--- src/rtl/sfp_link_manager.sv ---
// Multi-channel SFP link supervisor: debounces signal-detect, reads the module-type byte over a
// shared round-robin I2C request port, selects SGMII/BASE-X and pulses PCS/PMA reset on mode change.
module sfp_link_manager #(
    parameter int         CH_NUM   = 2,
    parameter int         DEB_CYC  = 20_000_000,
    parameter int         RST_CYC  = 200_000,
    parameter int         TO_CYC   = 2_000_000,
    parameter logic [6:0] IIC_DAD  = 7'b101_0000,
    parameter logic [7:0] ADR_BASE = 8'h06,
    parameter int         MODE_BIT = 3
) (
    input  logic              CLK_200M,
    input  logic              SYS_RSTn,
    input  logic [CH_NUM-1:0] SIG_DET_IN,
    output logic              IIC_REQ_OUT,
    output logic [2:0]        IIC_CH_OUT,
    output logic [6:0]        IIC_DAD_OUT,
    output logic [7:0]        IIC_ADR_OUT,
    input  logic              IIC_ACK_IN,
    input  logic              IIC_RVL_IN,
    input  logic [7:0]        IIC_RDT_IN,
    input  logic              IIC_ERR_IN,
    output logic [CH_NUM-1:0] SEL_SGMII_OUT,
    output logic [CH_NUM-1:0] TX_DISABLE_OUT,
    output logic [CH_NUM-1:0] PHY_RST_OUT,
    output logic [CH_NUM-1:0] SIG_OK_OUT,
    output logic [CH_NUM-1:0] ID_ERR_OUT
);

    localparam int DW = $clog2(DEB_CYC + 1);
    localparam int RW = $clog2(RST_CYC + 1);
    localparam int TW = $clog2(TO_CYC + 1);
    localparam logic [DW-1:0] DEB_LOAD = DW'(DEB_CYC - 1);
    localparam logic [RW-1:0] RST_LOAD = RW'(RST_CYC);
    localparam logic [TW-1:0] TO_LOAD  = TW'(TO_CYC);

    typedef enum logic [1:0] {
        ST_IDLE  = 2'd0,
        ST_REQ   = 2'd1,
        ST_WAIT  = 2'd2,
        ST_APPLY = 2'd3
    } state_t;

    state_t            state_r;
    logic [CH_NUM-1:0] sync1_r, sync2_r, sig_ok_r, pend_r;
    logic [DW-1:0]     deb_cnt_r [CH_NUM];
    logic [RW-1:0]     rst_cnt_r [CH_NUM];
    logic [CH_NUM-1:0] sel_r, tx_dis_r, phy_rst_r, id_err_r;
    logic              req_r, ok_r, bit_r;
    logic [2:0]        ch_r, last_r, pick_s;
    logic [TW-1:0]     timer_r;
    logic [CH_NUM-1:0] rise_s, fall_s, ch_mask_s, reload_s, err_set_s, err_clr_s, pend_nxt_s;
    logic              apply_s;

    // Two-flop synchroniser and per-channel debounce counters
    always_ff @(posedge CLK_200M or negedge SYS_RSTn) begin
        if (!SYS_RSTn) begin
            sync1_r  <= {CH_NUM{1'b0}};
            sync2_r  <= {CH_NUM{1'b0}};
            sig_ok_r <= {CH_NUM{1'b0}};
            for (int i = 0; i < CH_NUM; i++) deb_cnt_r[i] <= DEB_LOAD;
        end else begin
            sync1_r <= SIG_DET_IN;
            sync2_r <= sync1_r;
            for (int i = 0; i < CH_NUM; i++) begin
                if (!sync2_r[i]) begin
                    deb_cnt_r[i] <= DEB_LOAD;
                    sig_ok_r[i]  <= 1'b0;
                end else if (!sig_ok_r[i]) begin
                    if (deb_cnt_r[i] == {DW{1'b0}}) sig_ok_r[i] <= 1'b1;
                    else                            deb_cnt_r[i] <= deb_cnt_r[i] - DW'(1);
                end
            end
        end
    end

    // Qualified-detect edges, round-robin pick and apply-time decode
    always_comb begin
        rise_s = {CH_NUM{1'b0}};
        fall_s = {CH_NUM{1'b0}};
        pick_s = last_r;
        for (int i = 0; i < CH_NUM; i++) begin
            rise_s[i] = sync2_r[i] & ~sig_ok_r[i] & (deb_cnt_r[i] == {DW{1'b0}});
            fall_s[i] = ~sync2_r[i] & sig_ok_r[i];
        end
        // Scan downwards so the nearest channel after the last serviced one wins
        for (int k = CH_NUM; k >= 1; k--) begin
            pick_s = ((pend_r & (CH_NUM'(1'b1) << ((int'(last_r) + k) % CH_NUM))) != {CH_NUM{1'b0}})
                     ? 3'((int'(last_r) + k) % CH_NUM) : pick_s;
        end
        ch_mask_s  = CH_NUM'(1'b1) << ch_r;
        apply_s    = (state_r == ST_APPLY) && ((sig_ok_r & ch_mask_s) != {CH_NUM{1'b0}});
        reload_s   = (apply_s && ok_r && (bit_r != |(sel_r & ch_mask_s))) ? ch_mask_s : {CH_NUM{1'b0}};
        err_set_s  = (apply_s && !ok_r) ? ch_mask_s : {CH_NUM{1'b0}};
        err_clr_s  = (apply_s && ok_r) ? ch_mask_s : {CH_NUM{1'b0}};
        // A fresh detect in the apply cycle must survive so the module is re-read
        pend_nxt_s = ((pend_r & ~((state_r == ST_APPLY) ? ch_mask_s : {CH_NUM{1'b0}})) | rise_s) & ~fall_s;
    end

    // Shared I2C request sequencer and pending-read bookkeeping
    always_ff @(posedge CLK_200M or negedge SYS_RSTn) begin
        if (!SYS_RSTn) begin
            state_r <= ST_IDLE;
            req_r   <= 1'b0;
            ch_r    <= 3'd0;
            last_r  <= 3'(CH_NUM - 1);
            timer_r <= {TW{1'b0}};
            ok_r    <= 1'b0;
            bit_r   <= 1'b0;
            pend_r  <= {CH_NUM{1'b0}};
        end else begin
            pend_r <= pend_nxt_s;
            case (state_r)
                ST_IDLE: begin
                    if (pend_r != {CH_NUM{1'b0}}) begin
                        ch_r    <= pick_s;
                        last_r  <= pick_s;
                        req_r   <= 1'b1;
                        state_r <= ST_REQ;
                    end
                end
                ST_REQ: begin
                    if (IIC_ACK_IN) begin
                        req_r   <= 1'b0;
                        timer_r <= TO_LOAD;
                        state_r <= ST_WAIT;
                    end
                end
                ST_WAIT: begin
                    if (IIC_RVL_IN) begin
                        ok_r    <= 1'b1;
                        bit_r   <= IIC_RDT_IN[MODE_BIT];
                        state_r <= ST_APPLY;
                    end else if (IIC_ERR_IN || (timer_r == {TW{1'b0}})) begin
                        ok_r    <= 1'b0;
                        state_r <= ST_APPLY;
                    end else begin
                        timer_r <= timer_r - TW'(1);
                    end
                end
                ST_APPLY: state_r <= ST_IDLE;
                default: begin
                    req_r   <= 1'b0;
                    state_r <= ST_IDLE;
                end
            endcase
        end
    end

    // Mode select, TX disable, sticky ID error and PHY reset pulse stretchers
    always_ff @(posedge CLK_200M or negedge SYS_RSTn) begin
        if (!SYS_RSTn) begin
            sel_r     <= {CH_NUM{1'b0}};
            tx_dis_r  <= {CH_NUM{1'b1}};
            id_err_r  <= {CH_NUM{1'b0}};
            phy_rst_r <= {CH_NUM{1'b1}};
            for (int i = 0; i < CH_NUM; i++) rst_cnt_r[i] <= RST_LOAD;
        end else begin
            sel_r    <= sel_r ^ reload_s;
            tx_dis_r <= ~(sel_r ^ reload_s);
            id_err_r <= (id_err_r | err_set_s) & ~err_clr_s;
            for (int i = 0; i < CH_NUM; i++) begin
                if (reload_s[i]) begin
                    rst_cnt_r[i] <= RST_LOAD;
                    phy_rst_r[i] <= 1'b1;
                end else if (rst_cnt_r[i] != {RW{1'b0}}) begin
                    rst_cnt_r[i] <= rst_cnt_r[i] - RW'(1);
                    phy_rst_r[i] <= (rst_cnt_r[i] != RW'(1));
                end else begin
                    phy_rst_r[i] <= 1'b0;
                end
            end
        end
    end

    assign IIC_REQ_OUT    = req_r;
    assign IIC_CH_OUT     = ch_r;
    assign IIC_DAD_OUT    = IIC_DAD;
    assign IIC_ADR_OUT    = ADR_BASE;
    assign SEL_SGMII_OUT  = sel_r;
    assign TX_DISABLE_OUT = tx_dis_r;
    assign PHY_RST_OUT    = phy_rst_r;
    assign SIG_OK_OUT     = sig_ok_r;
    assign ID_ERR_OUT     = id_err_r;

endmodule

--- config.mk ---
export PLATFORM = sky130hd
export DESIGN_NAME = sfp_link_manager
export DESIGN_NICKNAME = d
export VERILOG_FILES = /design/src/rtl/sfp_link_manager.sv
export SDC_FILE = /design/constraint.sdc
export NUM_CORES = 1
export LEC_CHECK = 0
export CAP_MARGIN = 10
export CORE_ASPECT_RATIO = 1.2
export CORE_UTILIZATION = 37
export CTS_CLUSTER_SIZE = 28
export DETAILED_ROUTE_END_ITERATION = 10
export HOLD_SLACK_MARGIN = 0.08
export PLACE_DENSITY = 0.53
export SETUP_SLACK_MARGIN = 0.2
export SLEW_MARGIN = 20
export SYNTH_ARGS = -nofsm -noshare
export SYNTH_HDL_FRONTEND = slang
export SYNTH_SLANG_ARGS = --single-unit
export TNS_END_PERCENT = 5
--- constraint.sdc ---
create_clock -name CLK_200M -period 3.8 [get_ports CLK_200M]
set_input_delay 0.95 -clock CLK_200M [delete_from_list [all_inputs] [get_ports CLK_200M]]
set_output_delay 0.95 -clock CLK_200M [all_outputs]
set_load 0.02 [all_outputs]
# Word level (Yosys, flattened, before mapping)
# Cells that the tools add are included.
# totals
register_bits,134
in_bits,15
out_inout_bits,29
elab_cells,140
# op_classes
n_addsub,7
n_eq_ne,15
n_shift,3
mux,40
n_bitwise,26
reduce_logical,30
# ops
cell,n
$mux 25,6
$mux 18,4
$shl 1x32->2 const A,2
$mux 21,3
$logic_not 25->1,2
$sub 25x1->25 const B,2
$pmux 21 s2,1
$ne 18x1->1 const B,2
$reduce_bool 18->1,2
$sub 18x1->18 const B,2
$logic_not 21->1,1
$sub 21x1->21 const B,1
$reduce_bool 2->1,9
$mux 2,8
$ne 2x2->1 const B,8
$and 2x2->2,7
$mux 1,14
$reduce_and 2->1,5
$not 2->2,4
$pmux 2 s4,1
$and 1x1->1,6
$mux 3,2
$reduce_and 3->1,2
$eq 2x2->1 const B,2
16 further kinds,25

# Depth between registers and ports, before layout
# Gate-level depths: netlist of run 1.
# logic_depth
depth_word,9
mapped_depth,8
ltp_nobuf,7

# Worst setup path before layout of run 1
# No wires, ideal clock.
# synth_timing
path_kind,register to register
start,register deb_cnt_r[34] (netlist bit)
end,register deb_cnt_r[45] (netlist bit)
setup_time_ns,0.082
arrival_ns,2.398
t_required_ns,3.718
slack_ns,1.320
path_stages_with_launch,8
n_path_buf,2
synth_period_minus_slack_ns,2.480
cell_sequence,dfrtp_1 > or4_4 > or3_1 > buf_6 > or3_4 > buf_6 > nor4_1 > mux2_2
# synth_via
elab_chain_cells,4
word_cells_on_any_way,7
cone_classes,add/sub: 1; eq/ne: 1; mux: 3; reduce/logical: 2
# synth_lines
element,line_no,rtl
start: declaration,46,logic [DW-1:0] deb_cnt_r [CH_NUM];
start signal: indexed assignment,71,else deb_cnt_r[i] <= deb_cnt_r[i] - DW'(1);
$sub 25x1->25,71,
$mux 25,70,if (deb_cnt_r[i] == {DW{1'b0}}) sig_ok_r[i] <= 1'b1;
$mux 25,69,end else if (!sig_ok_r[i]) begin
$mux 25,66,if (!sync2_r[i]) begin
# Several ways; a longest one is shown, not always the timed one. The select of a mux whose other input is x is not followed.
# A chain may end at the register's enable or synchronous reset.

# Worst setup path in the final report of run 1
# layout_timing
start,input IIC_ACK_IN
end,register timer_r[11]
# layout_via
elab_chain_cells,2
# layout_lines
element,line_no,rtl
start: declaration,19,"input logic IIC_ACK_IN,"
$ne 2x2->1 (no line),n/a,
$reduce_and 4->1 (no line),n/a,
end signal: assignment,107,timer_r <= {TW{1'b0}};
end signal: assignment,138,timer_r <= timer_r - TW'(1);
end: declaration,51,logic [TW-1:0] timer_r;
# No other way between the ends.

==> impl_metrics.tcl, run 1 <==
set metrics [dict create \
    status "complete, no violations" \
    cts_root_buffer "clkbuf_16" \
    fin_nets 780 \
    clock_skew_ns 0.00892 \
    cts_setup_buffers 0 \
    fin_setup_tns_ns 0 \
    cap_violations 0 \
    final-setup-viol-count 0 \
    relSlewSlack_pct 47.7 \
    die_h_um 154 \
    synth_seq_cells 130 \
    antenna_found_initial 0 \
    first_global_vias 5470 \
    worst_slew_pin_slew_ns 0.775 \
    coreArea_mm2 0.0189 \
    synth_most_common_cell "dfrtp_1" \
    hold_path_class "flop to flop" \
    synth_top_cell_area_share_pct 29.1 \
    cts_resized 0 \
    yosys-top-cells-area "dfrtp_1 (29%), dfstp_2 (17%), nor4_1 (3.0%)" \
    ir_worst_vdd_mv 0.287 \
    crit_buf_inv 1 \
    hpwl_mm 10.4 \
    cts_sinks 130 \
    rows 55 \
    rsz0062_at_grt "false" \
    die_area_mm2 0.0198 \
    drt-total-wl_mm 15.2 \
    yosysTopAreaCell "dfrtp_1" \
    path_clk_slew_ns 0.05 \
    critPathLaunchType "primary input" \
    initial_utilization_pct 37.8 \
    clock_latency_ns 0.42 \
    syn2layout_area_growth_pct 13.7 \
    fillers 1841 \
    grt-ovfl-total 0 \
    required_ns 4.15 \
    netlist_area_mm2 0.00713 \
    synth_cells 737 \
    powerDensity_mw_per_mm2 389 \
    critPathSlowestCell "or4_1" \
    critPathKind "primary input to flop" \
    p_sw_uw 681 \
    wire_per_inst_um 14.9 \
    cell_internal_pwr_mw 2.48 \
    firstDrtPassIters 5 \
    cp_max_fo 16 \
    synth_async_sr_flop_share_pct 100 \
    setup_slack_ns 1.05 \
    post_drt_via_cell_ratio 5.49 \
    clockBufferDepth 2 \
    synth_edf_count 0 \
    place_worst_setup_slack_ns 0.596 \
    fin_crit_sh_pct 72.3 \
    clockPowerShare_pct 52.6 \
    fmax_ghz 0.364 \
    syn_avg_cell_area_um2 9.68 \
    yosysWarnings 0 \
    portBuffers 19 \
    switching_share_pct 21.5 \
    drive_above_1_share_pct 15.8 \
    power_mw 3.16 \
    first_iter_violations 316 \
    p_leak_nw 3.34 \
    finalHoldViolations 0 \
    vias 5601 \
    grt_usage_pct 16.4 \
    drv_slew 0 \
    cts_tree "built" \
    htreeDepth 4 \
    antenna_left 0 \
    path_cells "clkdlybuf4s50_1 > nor2b_1 > nor3_1 > o21ai_2 > or4_1 > nand2_1" \
    gp_congestion 0.763 \
    cp.arrival_ns 3.10 \
    ys.flop_type "dfrtp_1" \
    pin_count 44 \
    ys_types 65 \
    yosysSeqAreaShare_pct 46.4 \
    numCtsBuffers 17 \
    min_period_ns 2.75 \
    diodes 0 \
    cpLargestDelayFamily "simple AND/OR/NAND/NOR gates" \
    grt_pass1_wl_mm 26.0 \
    end_kind "flop" \
    grt_max_degree 75 \
    p_seq_share_pct 44.4 \
    critPathMaxStageDelay_ns 0.55 \
    pwr-share-comb_pct 2.9 \
    drc 0 \
    die_width_um 129 \
    synth_common_cells "dfrtp_1 (83), nand2_1 (53), nor2_1 (49)" \
    ctsHoldBuffers 0 \
]
logic make-up (layout without fill, tap and decap cells):
| kind of cell | count (synthesis) | count (layout) | synth area share (%) |
|---|---|---|---|
| AO/OA/AOI/OAI | 140 | 140 | 13.6 |
| XOR/XNOR | 32 | 32 | 3.93 |
| adder cells (fa/ha/maj) | 14 | 14 | 2.46 |
| buffers and inverters | 76 | 88 | 5.26 |
| flip-flops | 130 | 130 | 46.4 |
| multiplexers | 20 | 20 | 2.98 |
| other | 2 | 17 | 0.105 |
| AND/OR/NAND/NOR | 323 | 323 | 25.2 |
path summary, 6_finish.rpt:
check	start	endpoint	slack, ns	cells past startpoint
worst max-delay path	IIC_ACK_IN	timer_r[11]	1.05	6
worst min-delay path	sync1_r[1]	sync2_r[1]	0.35	0
worst max register to register	deb_cnt_r[7]	deb_cnt_r[17]	1.07	5
worst min register to register	sync1_r[1]	sync2_r[1]	0.35	0
max in group asynchronous	SYS_RSTn	rst_cnt_r[17]	2.47	2
min in group asynchronous	SYS_RSTn	timer_r[2]	0.56	1
layer usage:
metal  wire, µm  track usage, %
met5          0               0
met4        156            5.60
met3        498            4.00
met2       7640            28.4
met1       6940            19.6
power by group through the flow:
stage               Combinational (mW)  Clock, mW  Sequential (mW)
finish                          0.0927       1.66             1.40
global route                     0.107       1.76             1.40
CTS                             0.0962       1.72             1.40
detailed placement              0.0959          0             1.43
global placement                0.0935          0             1.43
floorplan                       0.0581          0             1.42
per-stage QoR:
step                      area, µm²  cells  hold slack, ns  util [%]
after floorplan                7190    752           0.331         -
after global placement         7520    988           0.335      39.9
after detailed placement       7520    988           0.340      39.9
after CTS                      8110   1020           0.353      43.0
after global routing           8110   1020           0.367      43.0
final                          8110   1020           0.350      43.0
cell type report:
type,instances,area (µm²),area share [%]
multi-input combinational,546,3510,43.2
sequential,130,3310,40.8
tap,256,320,3.95
clock inverter,11,135,1.67
inverter,28,105,1.30
clock buffer,21,460,5.68
timing repair buffer,28,272,3.35
cell usage in the layout, fill, tap and decap left out, drive strengths merged, types with 4 or more instances in the layout:
cell,instances
a2111oi,4
a211oi,8
a21oi,32
a31oi,4
and3,7
buf,10
clkbuf,21
clkdlybuf4s50,18
clkinv,7
conb,17
dfrtp,83
dfstp,47
ha,14
inv,27
mux2,10
mux2i,10
nand2,53
nand2b,20
nand3,38
nand4,5
nor2,49
nor3,31
nor4,34
o2111ai,4
o211ai,13
o21ai,30
o311ai,8
o31ai,21
o41ai,4
or2,4
or3,31
or4,30
xnor2,21
xor2,11
state kept, by name, summed over array words and instances (netlist names), 2 cells and up:
| signal | count |
|---|---|
| deb_cnt_r | 50 |
| rst_cnt_r | 36 |
| timer_r | 21 |
| ID_ERR_OUT | 2 |
| PHY_RST_OUT | 2 |
| SEL_SGMII_OUT | 2 |
| SIG_OK_OUT | 2 |
| TX_DISABLE_OUT | 2 |
| pend_r | 2 |
| state_r | 2 |
| sync1_r | 2 |
| sync2_r | 2 |
No activity file was read; power rests on OpenSTA's default activity.
==> inputs of run 2 (changes only) <==
- PLACE_DENSITY: 0.53 -> 0.55
- clock period: 3.8 -> 2.2 ns (I/O delays scaled with it)
==> run 2 against run 1 <==
Against the previous run: the run now ends with negative setup slack left; clock skew hardly changed; critical endpoint is now deb_cnt_r[45]; register-to-register slack worse by 1.2 ns; setup slack worse by 1.2 ns; design area is 17% higher; routed wire length is 14% higher; non-clock buffer count is 100 higher; final cell count is 9.9% higher; count of clock-buffer cells in the layout is 6 higher; combinational power is 110% higher; worst hold slack worse by 0.0047 ns; largest power group unchanged.
==> impl_metrics.tcl, run 2 (synthesis results as in run 1) <==
set metrics [dict create \
    drt-total-wl_mm 17.4 \
    worst_slew_pin_slew_ns 0.522 \
    relSlewSlack_pct 64.3 \
    gp_congestion 0.805 \
    drc 0 \
    drive_above_1_share_pct 32.9 \
    p_seq_share_pct 43.1 \
    fmax_ghz 0.434 \
    cp.arrival_ns 2.66 \
    dp_cells 1078 \
    min_period_ns 2.30 \
    final-setup-viol-count 21 \
    finalHoldViolations 0 \
    layout_common_cells "buf_4 (87), dfrtp_1 (83), nand2_1 (53)" \
    grt_pass1_wl_mm 30.0 \
    pin_count 44 \
    clockPowerShare_pct 53.4 \
    end_kind "flop" \
    clockBufferDepth 2 \
    cts_root_buffer "clkbuf_16" \
    first_iter_violations 180 \
    die_area_mm2 0.0198 \
    syn2layout_area_growth_pct 33.1 \
    path_clk_slew_ns 0.05 \
    pwr-share-comb_pct 3.5 \
    top_regs "deb_cnt_r: 50 flops, rst_cnt_r: 36 flops, timer_r: 21 flops" \
    fin_nets 881 \
    rows 55 \
    utilization_pct 50.3 \
    antenna_left 0 \
    critPathSlowestCell "or3_4" \
    placed_area_mm2 0.00825 \
    critPathLaunchType "flop" \
    critPathKind "flop to flop" \
    numCtsBuffers 17 \
    antenna_found_initial 0 \
    largest_reg_flops 50 \
    grt-ovfl-total 0 \
    cts_tree "built" \
    first_global_vias 6260 \
    cts_sinks 130 \
    regMostFlops "deb_cnt_r" \
    path_cells "or3_4 > or3_4 > buf_6 > nor4_4 > buf_4 > buf_12 > nor4_4 > mux2_4" \
    die_width_um 129 \
    vias 6047 \
    post_drt_via_cell_ratio 5.39 \
    hpwl_mm 11.7 \
    ir_worst_vdd_mv 0.549 \
    initial_utilization_pct 37.8 \
    p_leak_nw 4.06 \
    firstDrtPassIters 4 \
    cell_internal_pwr_mw 4.46 \
    cap_violations 0 \
    grt_usage_pct 19.0 \
    switching_share_pct 20.8 \
    required_ns 2.55 \
    drv_slew 0 \
    cp_max_fo 5 \
    rsz0062_at_grt "true" \
    fin_cells 1121 \
    hold_path_class "flop to flop" \
    grt_max_degree 48 \
    critPathMaxStageDelay_ns 0.41 \
    clock_skew_ns 0.00900 \
    design_area_mm2 0.00949 \
    violations "negative setup slack" \
    die_h_um 154 \
    fin_crit_sh_pct 105 \
    p_sw_mw 1.17 \
    coreArea_mm2 0.0189 \
    htreeDepth 4 \
    status "finished, violations left" \
    powerDensity_mw_per_mm2 594 \
    portBuffers 19 \
    setup_slack_ns -0.104 \
    diodes 0 \
    wire_per_inst_um 15.5 \
    clock_latency_ns 0.42 \
    mostFrequentLayoutCell "buf_4" \
]
-- run 2: changes by cell type in the layout (fill, tap and decap cells not counted), sizes merged --
cell	change
clkinv	-5
buf	+99
clkinvlp	-2
clkdlybuf4s50	-12
clkbuf	+6
dlygate4sd3	+1
dlygate4sd2	+11
dlymetal6s2s	+1
bufinv	+1
or3	+1
-- run 2: power by group through the flow --
stage / Combinational (mW) / Clock, mW / Sequential (mW)
after floorplan: 0.100 / 0 / 2.46
after global placement: 0.181 / 0 / 2.47
after detailed placement: 0.186 / 0 / 2.47
after CTS: 0.199 / 3.08 / 2.43
after global routing: 0.221 / 3.19 / 2.43
final: 0.195 / 3.01 / 2.43
-- run 2: worst max-delay path, delay by kind of cell, from the launching register on --
family | cells | cell delay (ns)
and+or+nand+nor | 4 | 1.12
buffers and inverters | 3 | 0.44
DFF | 1 | 0.37
muxes | 1 | 0.29
-- run 2: through the flow --
stage                     TNS [ns]  setup slack, ns  hold WS, ns  total power, mW
after floorplan              -3.65           -0.229        0.254             2.56
after global placement       -4.71           -0.270        0.335             2.65
after detailed placement     -6.60           -0.307        0.336             2.65
after CTS                    -1.28           -0.146        0.348             5.71
after global routing         -2.86           -0.170        0.355             5.84
final                       -0.938           -0.104        0.345             5.64
-- run 2: final cells by class --
type / count / area [µm²]
clock inverters: 5 / 125
multi-input cells: 547 / 4020
inverters: 28 / 105
repair buffers: 128 / 1110
flip-flops and latches: 130 / 3310
fillers: 1714 / 9360
clock buffers: 27 / 493
well taps: 256 / 320
-- run 2: path summary, 6_finish.rpt --
path / start / cells past startpoint / endpoint / slack (ns)
max: deb_cnt_r[32] / 8 / deb_cnt_r[45] / -0.10
min: sync1_r[0] / 0 / sync2_r[0] / 0.35
max reg2reg: deb_cnt_r[32] / 8 / deb_cnt_r[45] / -0.10
min reg2reg: sync1_r[0] / 0 / sync2_r[0] / 0.35
max in group asynchronous: SYS_RSTn / 3 / deb_cnt_r[10] / 0.92
min in group asynchronous: SYS_RSTn / 2 / timer_r[13] / 0.64
-- run 2: routing by layer --
metal,GRT usage (%),vias up,share of wire (%)
li1,-,2941,-
met1,22.6,3002,44
met2,33.6,81,52
met3,4.24,23,2.9
met4,6.22,0,1.3
met5,0,-,0
-- run 2: repair_timing --
action | 4_1_cts | 5_1_grt
setup buffers | 7 | 2
cloned | 1 | 0
pin swaps | 67 | 32
hold endpoints to repair | 29 | 0
hold buffers | 1 | 0
endpoints found under the setup margin | 92 | 88
resized for setup | 109 | 25
==> inputs of run 3 (changes only) <==
- PLACE_DENSITY: 0.55 -> 0.53
- RECOVER_POWER: not set -> 50
- clock period: 2.2 -> 2.8 ns (I/O delays scaled with it)
==> run 3 against run 2 <==
Against the previous run: the run ends with max-capacitance violations, max-slew violations left; maximum frequency is 8.7% lower; critical path depth is 4 lower; worst hold slack better by 0.0015 ns; final cell count is 7.9% lower; global-route usage is 2.0 points lower; design area is 12% lower; count of clock-buffer cells in the layout is 9 lower; via count is 6.9% lower; first-iteration DRC count is 73% higher; routed wire length is 11% lower; flip-flop and latch count stayed put; combinational power is 36% lower; critical endpoint is now deb_cnt_r[19]; largest power group unchanged.
==> impl_metrics.tcl, run 3 (synthesis results as in run 1) <==
set metrics [dict create \
    path_clk_slew_ns 0.06 \
    p_sw_uw 944 \
    cp.arrival_ns 2.84 \
    top_regs "deb_cnt_r: 50 flops, rst_cnt_r: 36 flops, timer_r: 21 flops" \
    relSlewSlack_pct -10.8 \
    syn2layout_area_growth_pct 16.8 \
    finalHoldViolations 0 \
    firstDrtPassIters 4 \
    layout_common_cells "dfrtp_1 (83), nand2_1 (53), nor2_1 (49)" \
    hold_path_class "flop to flop" \
    use_met3_pct 3.83 \
    drive_above_1_share_pct 17.4 \
    ir_worst_vdd_mv 0.369 \
    grt_max_degree 66 \
    powerDensity_mw_per_mm2 567 \
    post_drt_via_cell_ratio 5.45 \
    fin_setup_tns_ns 0 \
    cap_violations 1 \
    required_ns 3.11 \
    final-setup-viol-count 0 \
    first_iter_violations 312 \
    clockBufferDepth 2 \
    fin_crit_sh_pct 90.2 \
    first_global_vias 5484 \
    mostFrequentLayoutCell "dfrtp_1" \
    antenna_left 0 \
    regMostFlops "deb_cnt_r" \
    initial_utilization_pct 37.8 \
    portBuffers 19 \
    clock_latency_ns 0.42 \
    fin_cells 1032 \
    end_kind "flop" \
    cts_root_buffer "clkbuf_16" \
    gp_congestion 0.814 \
    cts_tree "built" \
    critPathLaunchType "flop" \
    p_leak_nw 3.44 \
    grt_use_met2_pct 28.2 \
    grt.busiest_layer "met2" \
    critPathKind "flop to flop" \
    coreArea_mm2 0.0189 \
    wire_per_inst_um 15.1 \
    design_area_mm2 0.00833 \
    rows 55 \
    min_period_ns 2.52 \
    setup_slack_ns 0.276 \
    numCtsBuffers 17 \
    p_seq_share_pct 40.4 \
    fmax_ghz 0.396 \
    grt-ovfl-total 0 \
    fin_nets 792 \
    status "finished, violations left" \
    die_area_mm2 0.0198 \
    clock_skew_ns 0.00767 \
    place_worst_setup_slack_ns 0.168 \
    clockPowerShare_pct 56.9 \
    die_h_um 154 \
    cts_setup_buffers 0 \
    cell_internal_pwr_mw 3.77 \
    violations "max-capacitance violations, max-slew violations" \
    switching_share_pct 20.0 \
    drt-total-wl_mm 15.5 \
    cp_max_fo 8 \
    drv_slew 65 \
    antenna_found_initial 0 \
    cts_sinks 130 \
    dp_cells 1000 \
    pwr-share-comb_pct 2.6 \
    diodes 0 \
    pin_count 44 \
    hpwl_mm 10.7 \
    drc 0 \
    vias 5629 \
    die_width_um 129 \
    worst_slew_pin_slew_ns 1.66 \
    grt_usage_pct 17.0 \
    met1_usage_pct 22.1 \
    rsz0062_at_grt "true" \
    htreeDepth 4 \
    placed_area_mm2 0.00761 \
    timing.hold.ws_ns 0.347 \
    largest_reg_flops 50 \
    grt_pass1_wl_mm 26.9 \
]
[run 3: cell count changes in the layout (fill, tap and decap cells not counted), moves of 8 or more]
| cell | previous run | this run |
|---|---|---|
| buf_4 | 87 | 18 |
| buf_6 | 18 | 0 |
| clkdlybuf4s50_1 | 6 | 16 |
| dlygate4sd2_1 | 11 | 0 |
| nor4_1 | 21 | 33 |
| nor4_4 | 9 | 0 |
| or3_1 | 21 | 29 |
| or3_4 | 11 | 2 |
| or4_1 | 18 | 26 |
| or4_4 | 12 | 4 |
[run 3: final timing paths]
path	depth (start not counted)	slack, ns	start	endpoint
max in group asynchronous	2	0.79	SYS_RSTn	rst_cnt_r[34]
max	4	0.28	deb_cnt_r[7]	deb_cnt_r[19]
min	0	0.35	sync1_r[1]	sync2_r[1]
max reg2reg	4	0.28	deb_cnt_r[7]	deb_cnt_r[19]
min in group asynchronous	1	0.71	SYS_RSTn	timer_r[3]
min reg2reg	0	0.35	sync1_r[1]	sync2_r[1]
[run 3: routing by layer]
metal | routed length, µm | share of wire, %
met4 | 132 | 0.85
met5 | 0 | 0
met1 | 7320 | 47
met3 | 334 | 2.1
met2 | 7750 | 50
[run 3: power groups by stage]
stage | Sequential (mW) | Combinational (mW) | Clock [mW]
detailed placement | 1.94 | 0.131 | 0
CTS | 1.91 | 0.131 | 2.75
global placement | 1.94 | 0.128 | 0
finish | 1.91 | 0.124 | 2.69
floorplan | 1.93 | 0.0788 | 0
global route | 1.91 | 0.143 | 2.83
[run 3: critical path: stages, from the launching register on]
cell and delay (ns):
dfstp_2 0.38, or4_1 0.65, or3_1 0.55, or4_4 0.54
o41ai_2 0.30
[run 3: layout make-up]
| type | count | area [µm²] |
|---|---|---|
| tap | 256 | 320 |
| clock buffer | 18 | 429 |
| clock inverter | 14 | 284 |
| inverter | 28 | 105 |
| fill | 1789 | 10500 |
| multi-input combinational | 546 | 3530 |
| sequential | 130 | 3310 |
| timing repair buffer | 40 | 349 |
[run 3: repair_timing]
action | 4_1_cts | 5_1_grt
endpoints found under the setup margin | 1 | 10
hold buffers | 0 | 0
gates resized for setup | 1 | 2
[run 3: metrics by stage]
stage	util (%)	power, mW
after global placement	40.3	2.06
after floorplan	-	2.01
after detailed placement	40.3	2.07
after global routing	44.2	4.88
final	44.2	4.72
after CTS	44.1	4.79
